## config.mk

```make
export PLATFORM = sky130hd
export DESIGN_NAME = fmul_stg3_round
export DESIGN_NICKNAME = d
export VERILOG_FILES = /design/src/rtl/fpu_pkg.sv /design/src/rtl/fmul_round_rne.sv /design/src/rtl/fmul_stg3_round.sv
export SDC_FILE = /design/constraint.sdc
export NUM_CORES = 1
export LEC_CHECK = 0
export ABC_AREA = 1
export CAP_MARGIN = 30
export CORE_MARGIN = 3
export CORE_UTILIZATION = 30
export CTS_BUF_LIST = sky130_fd_sc_hd__clkbuf_16
export CTS_CLUSTER_SIZE = 10
export DETAILED_ROUTE_END_ITERATION = 16
export SLEW_MARGIN = 30
export SYNTH_ARGS = -nofsm -noshare
export SYNTH_HDL_FRONTEND = slang
export SYNTH_SLANG_ARGS = --single-unit
export TNS_END_PERCENT = 100
```

## constraint.sdc

```tcl
create_clock -name clk -period 3.8 [get_ports clk]
set_input_delay 0.38 -clock clk [delete_from_list [all_inputs] [get_ports clk]]
set_output_delay 0.38 -clock clk [all_outputs]
set_load 0.005 [all_outputs]
```

## src/rtl/fpu_pkg.sv

```systemverilog
// fpu_pkg: constants and types shared by the single-precision FPU pipelines.
package fpu_pkg;

  localparam int EXP_W   = 8;
  localparam int FRAC_W  = 23;
  localparam int MANT_W  = FRAC_W + 1;
  localparam int C1_W    = 36;
  localparam int PROD_W  = 2 * MANT_W;
  localparam int EXP_X_W = 10;

  localparam int BIAS = 127;

  localparam logic [EXP_W-1:0]   EXP_MAX   = 8'hFF;
  localparam logic [FRAC_W-1:0]  QNAN_FRAC = 23'h400000;
  localparam logic [EXP_X_W-1:0] BIAS_X    = EXP_X_W'(BIAS);

  // Status flags carried alongside a packed result.
  typedef struct packed {
    logic overflow;
    logic underflow;
    logic inexact;
    logic error;
  } flags_t;

endpackage

```

## src/rtl/fmul_round_rne.sv

```systemverilog
// fmul_round_rne: normalizes a 48-bit mantissa product and rounds it to
// nearest-even. Purely combinational so it can sit inside any pipeline stage.
module fmul_round_rne
  import fpu_pkg::*;
(
  input  logic [PROD_W-1:0] p,
  output logic [FRAC_W-1:0] frac,
  output logic [1:0]        inc,
  output logic              inexact
);

  logic [FRAC_W-1:0] m;
  logic              g;
  logic              s;
  logic              norm_inc;
  logic              up;
  logic [FRAC_W:0]   sum;

  // Pick the 23 fraction bits below the leading one, then round the tail.
  always_comb begin
    m        = p[45:23];
    g        = p[22];
    s        = |p[21:0];
    norm_inc = 1'b0;
    if (p[47]) begin
      m        = p[46:24];
      g        = p[23];
      s        = |p[22:0];
      norm_inc = 1'b1;
    end
    up      = g & (s | m[0]);
    sum     = {1'b0, m} + {{FRAC_W{1'b0}}, up};
    frac    = sum[FRAC_W-1:0];
    inc     = {1'b0, norm_inc} + {1'b0, sum[FRAC_W]};
    inexact = g | s;
  end

endmodule

```

## src/rtl/fmul_stg3_round.sv

```systemverilog
// fmul_stg3_round: final multiplier stage. Finishes the mantissa product,
// rounds, range-checks the exponent and registers the packed result into
// stage 4 behind a valid/ready handshake.
module fmul_stg3_round
  import fpu_pkg::*;
(
  input  logic              clk,
  input  logic              nRESET,
  input  logic              valid_3,
  output logic              ready_3,
  input  logic [EXP_W-1:0]  A_exp_3,
  input  logic [EXP_W-1:0]  B_exp_3,
  input  logic [FRAC_W-1:0] A_frac_3,
  input  logic [FRAC_W-1:0] B_frac_3,
  input  logic              sign_3,
  input  logic              primal_3,
  input  logic [EXP_W-1:0]  primal_exp_3,
  input  logic [FRAC_W-1:0] primal_frac_3,
  input  logic              error_3,
  input  logic [C1_W-1:0]   c1_3,
  output logic              valid_4,
  input  logic              ready_4,
  output logic [31:0]       result_4,
  output logic              overflow_4,
  output logic              underflow_4,
  output logic              inexact_4,
  output logic              error_4
);

  logic [MANT_W-1:0]  mant_a;
  logic [MANT_W-1:0]  mant_b;
  logic [C1_W-1:0]    c2;
  logic [PROD_W-1:0]  prod;
  logic [FRAC_W-1:0]  rnd_frac;
  logic [1:0]         rnd_inc;
  logic               rnd_inexact;
  logic [EXP_X_W-1:0] exp_sum;
  logic               exp_over;
  logic               exp_under;
  logic [31:0]        next_result;
  flags_t             next_flags;
  flags_t             flags_q;
  logic               unused_low_b;

  assign mant_a = {1'b1, A_frac_3};
  assign mant_b = {1'b1, B_frac_3};

  // The low half of mant_b was already multiplied upstream into c1_3.
  assign unused_low_b = ^mant_b[11:0];

  assign c2   = {12'b0, mant_a} * {24'b0, mant_b[23:12]};
  assign prod = {12'b0, c1_3} + {c2, 12'b0};

  fmul_round_rne u_rne (
    .p       (prod),
    .frac    (rnd_frac),
    .inc     (rnd_inc),
    .inexact (rnd_inexact)
  );

  // Sum range is -127..383, so bit 9 acts as the sign bit.
  assign exp_sum   = {2'b00, A_exp_3} + {2'b00, B_exp_3} - BIAS_X
                   + {{(EXP_X_W-2){1'b0}}, rnd_inc};
  assign exp_over  = !exp_sum[EXP_X_W-1] && (exp_sum >= EXP_X_W'(255));
  assign exp_under = exp_sum[EXP_X_W-1] || (exp_sum == '0);

  assign ready_3 = !valid_4 || ready_4;

  // Choose the packed result and flags, errors and bypasses first.
  always_comb begin
    next_result = {sign_3, exp_sum[EXP_W-1:0], rnd_frac};
    next_flags  = '0;
    next_flags.inexact = rnd_inexact;
    if (error_3) begin
      next_result      = {sign_3, EXP_MAX, QNAN_FRAC};
      next_flags       = '0;
      next_flags.error = 1'b1;
    end else if (primal_3) begin
      next_result = {sign_3, primal_exp_3, primal_frac_3};
      next_flags  = '0;
    end else if (exp_over) begin
      next_result         = {sign_3, EXP_MAX, {FRAC_W{1'b0}}};
      next_flags          = '0;
      next_flags.overflow = 1'b1;
      next_flags.inexact  = 1'b1;
    end else if (exp_under) begin
      next_result          = {sign_3, 31'b0};
      next_flags           = '0;
      next_flags.underflow = 1'b1;
      next_flags.inexact   = 1'b1;
    end
  end

  // Stage-4 register: advances whenever downstream has room, bubbles included.
  always_ff @(posedge clk or negedge nRESET) begin
    if (!nRESET) begin
      valid_4  <= 1'b0;
      result_4 <= '0;
      flags_q  <= '0;
    end else if (ready_3) begin
      valid_4  <= valid_3;
      result_4 <= next_result;
      flags_q  <= next_flags;
    end
  end

  assign overflow_4  = flags_q.overflow;
  assign underflow_4 = flags_q.underflow;
  assign inexact_4   = flags_q.inexact;
  assign error_4     = flags_q.error;

endmodule

```

==> After elaboration in Yosys (flattened, before gate mapping) <==
Index checks and enable logic that the tools add are counted.
{ "classes": {"add_sub_neg": 6, "multipliers": 1, "magnitude_cmp": 1, "mux": 12, "bitwise_logic": 3, "reduce_logical": 8} }
{ "op_table": {"columns": ["cell", "n"], "rows": [
  ["31-bit two-way mux", 4],
  ["36-bit by 48-bit adder with 48-bit output", 1],
  ["24-bit by 12-bit multiplier with 36-bit output", 1],
  ["23-bit by 1-bit adder with 24-bit output", 1],
  ["23-bit two-way mux", 1],
  ["23-bit OR reduction", 1],
  ["22-bit OR reduction", 1],
  ["4-bit two-way mux", 3],
  ["10-bit by 2-bit adder with 10-bit output", 1],
  ["10-bit by 8-bit >= comparator with 1-bit output, second input constant", 1],
  ["10-bit zero test", 1],
  ["9-bit by 7-bit subtractor with 10-bit output, second input constant", 1],
  ["8-bit by 8-bit adder with 9-bit output", 1],
  ["1-bit two-way mux", 3],
  ["3-bit two-way mux", 1],
  ["1-bit by 1-bit adder with 2-bit output", 1],
  ["1-bit zero test", 2],
  ["1-bit logical OR", 2],
  ["1-bit bitwise OR", 2],
  ["1-bit AND", 1],
  ["1-bit logical AND", 1]
]} }
{ "word_totals": {"reg_bits": 37, "input_bits": 136, "out_inout_bits": 38, "word_cells": 37} }

==> Logic depth before layout (Yosys ltp) <==
{ "logic_depth": {"depth_word": 15, "ltp_mapped": 65, "ltp_nobuf": 63} }

==> Cells and area by module <==
A second synthesis with hierarchy kept.
{ "hier_totals": {"cells_unflattened": 2344, "hier_area_um2": 15542.4} }
{ "by_module_without_submodules": {"columns": ["mod", "instances", "cells_per_inst", "area_each_um2", "seq_area_each_um2"], "rows": [
  ["fmul_stg3_round", 1, 2019, 13929.6, 925.9],
  ["fmul_round_rne", 1, 325, 1612.8, 0.0]
]} }

==> Least setup slack after synthesis <==
OpenSTA, ideal clock, no wires.
{ "synth_path": {"path_type": "input port to flip-flop", "start": "input port A_frac_3[8]", "end": "register result_4[15]", "setup_time_ns": 0.066, "t_arrival_ns": 9.201, "required_time_ns": 3.734, "slack_ns": -5.467, "stages": 60, "path_buffers": 4, "path_cell_list": "clkbuf_1 -> nand2_1 -> fa_1 -> inv_1 -> fa_1 -> fa_1 -> fa_1 -> inv_1 -> fa_1 -> inv_1 -> ha_1 -> nand2_2 -> inv_2 -> nand2_1 -> nand2_1 -> a21oi_1 -> nand2_1 -> xor2_1 -> (+24 left out) -> a21oi_1 -> o21bai_1 -> a21oi_1 -> o21bai_1 -> a21oi_1 -> o21ai_0 -> xor2_1 -> nor2_1 -> nand3_1 -> nand2_1 -> nor2_1 -> nand2_1 -> inv_2 -> buf_2 -> nand2_1 -> o21ai_1 -> nand2_1 -> nand2_1"} }
{ "synth_between": {"elab_chain_cells": 15, "elab_cells_between_ends": 22, "classes_between": "add/sub: 4; mul: 1; order compare: 1; mux: 8; bitwise: 2; reduce/logical: 6"} }
{ "synth_rtl": {"columns": ["item", "line_no", "text"], "rows": [
  ["start, declared", "fmul_stg3_round.sv:13", "input logic [FRAC_W-1:0] A_frac_3,"],
  ["24-bit by 12-bit multiplier with 36-bit output *", "fmul_stg3_round.sv:51", "assign c2 = {12'b0, mant_a} * {24'b0, mant_b[23:12]};"],
  ["36-bit by 48-bit adder with 48-bit output *", "fmul_stg3_round.sv:52", "assign prod = {12'b0, c1_3} + {c2, 12'b0};"],
  ["parallel branches: the longest is 10 deep, another holds 23-bit by 1-bit adder with 24-bit output", null, null],
  ["31-bit two-way mux *", "fmul_stg3_round.sv:81", "end else if (exp_over) begin"],
  ["31-bit two-way mux *", "fmul_stg3_round.sv:78", "end else if (primal_3) begin"],
  ["31-bit two-way mux *", "fmul_stg3_round.sv:74", "if (error_3) begin"],
  ["end signal, assigned", "fmul_stg3_round.sv:102", "result_4 <= next_result;"],
  ["end, declared", "fmul_stg3_round.sv:23", "output logic [31:0] result_4,"]
]} }
Mark *: on every way between the ends.
A chain may end at the register's enable or synchronous reset.

==> Final worst setup path <==
{ "layout_path": {"start": "input port B_frac_3[20]", "end": "register result_4[1]"} }
{ "layout_between": {"elab_chain_cells": 15, "elab_cells_between_ends": 22, "classes_between": "add/sub: 4; mul: 1; order compare: 1; mux: 8; bitwise: 2; reduce/logical: 6"} }
{ "layout_rtl": {"columns": ["item", "line_no", "text"], "rows": [
  ["start, declared", "fmul_stg3_round.sv:14", "input logic [FRAC_W-1:0] B_frac_3,"],
  ["24-bit by 12-bit multiplier with 36-bit output *", "fmul_stg3_round.sv:51", null],
  ["36-bit by 48-bit adder with 48-bit output *", "fmul_stg3_round.sv:52", null],
  ["parallel branches: the longest is 10 deep, another holds 23-bit by 1-bit adder with 24-bit output", null, null],
  ["31-bit two-way mux *", "fmul_stg3_round.sv:81", null],
  ["31-bit two-way mux *", "fmul_stg3_round.sv:78", null],
  ["31-bit two-way mux *", "fmul_stg3_round.sv:74", null]
]} }
Marked as above.

==> run_results.csv <==
group,metric,value,unit
run_status,status,"complete, but fails checks",
run_status,violations,"negative setup slack",
cells_and_area,area_delta_synth_final,56.0,%
sta,finalHoldViolations,0,
clocking,clk_pin_slew,60,ps
sta,setup_viol,34,
sta,final.setup.worst_slack,-5750,ps
detailed_routing,viasPerCell,4.53,
clocking,cts_buffers,5,
synth,synth_edf_count,0,
worst_setup_path,end_kind,"flop",
synth,avgSynthCellArea,6.70,um2
clocking,root_buffer,"clkbuf_16",
sta,period_minus_slack,9550,ps
sta,rsz0062_at_grt,"true",
worst_setup_path,worstPathRequired,3970,ps
grt,grtUsageTotal,0.194,
synth,synth_xor_area_frac,0.0303,
detailed_routing,vias,16200,
synth,synth_top_family_by_area,"adder cells",
clocking,holdBufCountCts,0,
sta,whs,204,ps
synth,syn_nets,2720,
grt,overflow,0,
floorplanning,die_area,52900,um2
worst_setup_path,crit_family,"adder cells",
worst_setup_path,crit_arrival,9720,ps
cells_and_area,nets,3381,
grt,antenna_found_initial,1,
synth,synth_area,15000,um2
placement,gp_congestion,0.947,
synth,yosys_warnings,0,
cells_and_area,drive_above_1_share,0.321,
synth,synth.distinct_cells,47,
detailed_routing,ant_nets,0,
worst_setup_path,worstSetupStartpointType,"primary input",
synth,synth_compound_area_frac,0.0581,
detailed_routing,highest_layer,"met4",
floorplanning,io_pins,174,
synth,synthTopCellsByCount,"nand2_1, inv_1, fa_1",
synth,syn-instance-count,2246,
detailed_routing,route.met3.wl,2540,um
worst_setup_path,crit_top_cell,"inv_2",
hold_path,hold_path_class,"in -> async",
clocking,cts_tree,"done",
synth,synth_top_area_share,0.297,
sta,fmax,105,MHz
clocking,clock-sinks,37,
floorplanning,num_rows,81,
placement,port_buffers,161,
detailed_routing,wire_per_inst,14.3,um
synth,ys.flop_type,"dfrtp_1",
floorplanning,initial_core_util,0.306,
floorplanning,fp.dieW,230,um
sta,tns,-191350,ps
synth,yosysMostFrequentCell,"nand2_1",
clocking,cts.path.max_buffers,2,
worst_setup_path,crit_fanout,6,
synth,yosys.area_share.adder,0.392,
sta,period_share,2.51,
placement,hpwlAfterDp,40500,um
synth,synth_simple_gate_area_frac,0.301,
detailed_routing,drt_wl_total,51200,um
sta,max_slew_margin,0.416,
worst_setup_path,crit_type,"in -> reg",
synth,yosysTopAreaCell,"fa_1",
grt,grt_max_degree,38,
worst_setup_path,crit_buf_inv,18,
grt,grt_pass1_wl,84900,um
detailed_routing,route.met2.wl,24800,um
sta,slew_viol_final,0,
clocking,clk-insertion-delay-late,290,ps
job,max_cap_violations,0,
detailed_routing,drt-initial-drc-count,929,
sta,worst_slew_pin_slew,876,ps
grt,grt_pass1_vias,17100,
worst_setup_path,slowest_stage,"fa_1",
floorplanning,core-area,49300,um2
detailed_routing,wl_met1,23000,um
floorplanning,dieHeight,230,um
detailed_routing,dr.pass1.iters,7,
detailed_routing,drc,0,
synth,ys_ff_latch,37,
worst_setup_path,slowest_delay,560,ps
placement,pre_cts_slack,-6750,ps
sta,finClkSkew,6.82,ps
synth,async_flop_share,1.00,
synth,muxShareOfSynthArea,0,
synth,synthTopCellsByArea,"fa_1, nand2_1, inv_1",
synth,yosysSeqAreaShare,0.0615,
clocking,htreeDepth,2,
## worst reg2reg max path: stages, from the launching register on
cell and delay, ps:
dfrtp_1 370, inv_1 60, nor2_2 90, nor2_1 110, buf_4 320, clkinv_1 340, nor2_1 220, inv_1 100
o21ai_1 140
## worst paths after layout
check	start	to	slack [ps]	depth (start not counted)
max in group asynchronous	nRESET	result_4[13]$_DFFE_PN0P_	3030	1
min	nRESET	result_4[26]$_DFFE_PN0P_	200	1
max reg2reg	valid_4$_DFFE_PN0P_	underflow_4$_DFFE_PN0P_	1980	8
min reg2reg	result_4[6]$_DFFE_PN0P_	result_4[6]$_DFFE_PN0P_	470	2
min in group clk	result_4[6]$_DFFE_PN0P_	result_4[6]$_DFFE_PN0P_	470	2
max	B_frac_3[20]	result_4[1]$_DFFE_PN0P_	-5750	57
## placed cells by master, fill, tap and decap left out, types with 20 or more instances in the layout
cell and n:
buf_12 25, buf_4 487, inv_1 504, nand2_2 93
buf_6 37, ha_1 93, xor2_1 23, nor2_1 85
dfrtp_1 37, inv_2 42, nor2_2 26, ha_4 22
fa_1 206, o21ai_2 20, clkdlybuf4s50_1 133, nand2_1 637
nand3_1 75, a21oi_1 49, a21oi_2 23, nand2_4 22
## kinds of logic after synthesis
| logic type | after synthesis |
|---|---|
| simple gates | 1048 |
| buf+inv | 614 |
| fa+ha+maj | 338 |
| compound gates | 157 |
| xor+xnor | 52 |
| flops | 37 |
## flip-flops by register name, summed over array words and instances, names as in the netlist
name         count
valid_4          1
result_4        32
inexact_4        1
underflow_4      1
overflow_4       1
error_4          1
## area by class of cell
| class | instances | area, um2 |
|---|---|---|
| antenna | 1 | 2.50 |
| clock buffer | 5 | 125 |
| clock inverter | 2 | 11.3 |
| fill | 4872 | 25800 |
| inverter | 550 | 2070 |
| multi-input combinational | 1596 | 13100 |
| sequential | 37 | 926 |
| tap | 664 | 831 |
| timing repair buffer | 716 | 6430 |
| timing repair inverter | 1 | 6.26 |
## per-stage QoR
step | area, um2 | cells | util
floorplan | 15500 | 2246 | -
global placement | 20800 | 3418 | 0.421
detailed placement | 20800 | 3418 | 0.421
CTS | 23000 | 3548 | 0.467
global route | 23500 | 3572 | 0.477
finish | 23500 | 3572 | 0.477
## per-layer routing
metal,up-vias,track usage
met5,-,0
met4,0,0.0277
met3,61,0.0151
met2,389,0.343
met1,7775,0.265
li1,7964,-
## timing repair
item,CTS,global route
buffers inserted,112,25
cloned,13,0
setup endpoints to repair,34,34
gates resized for setup,322,97
pin swaps,108,77
Power is left out: the tool's default activity adds up to more than one toggle a clock period on the data nets, which glitch-free logic cannot reach.
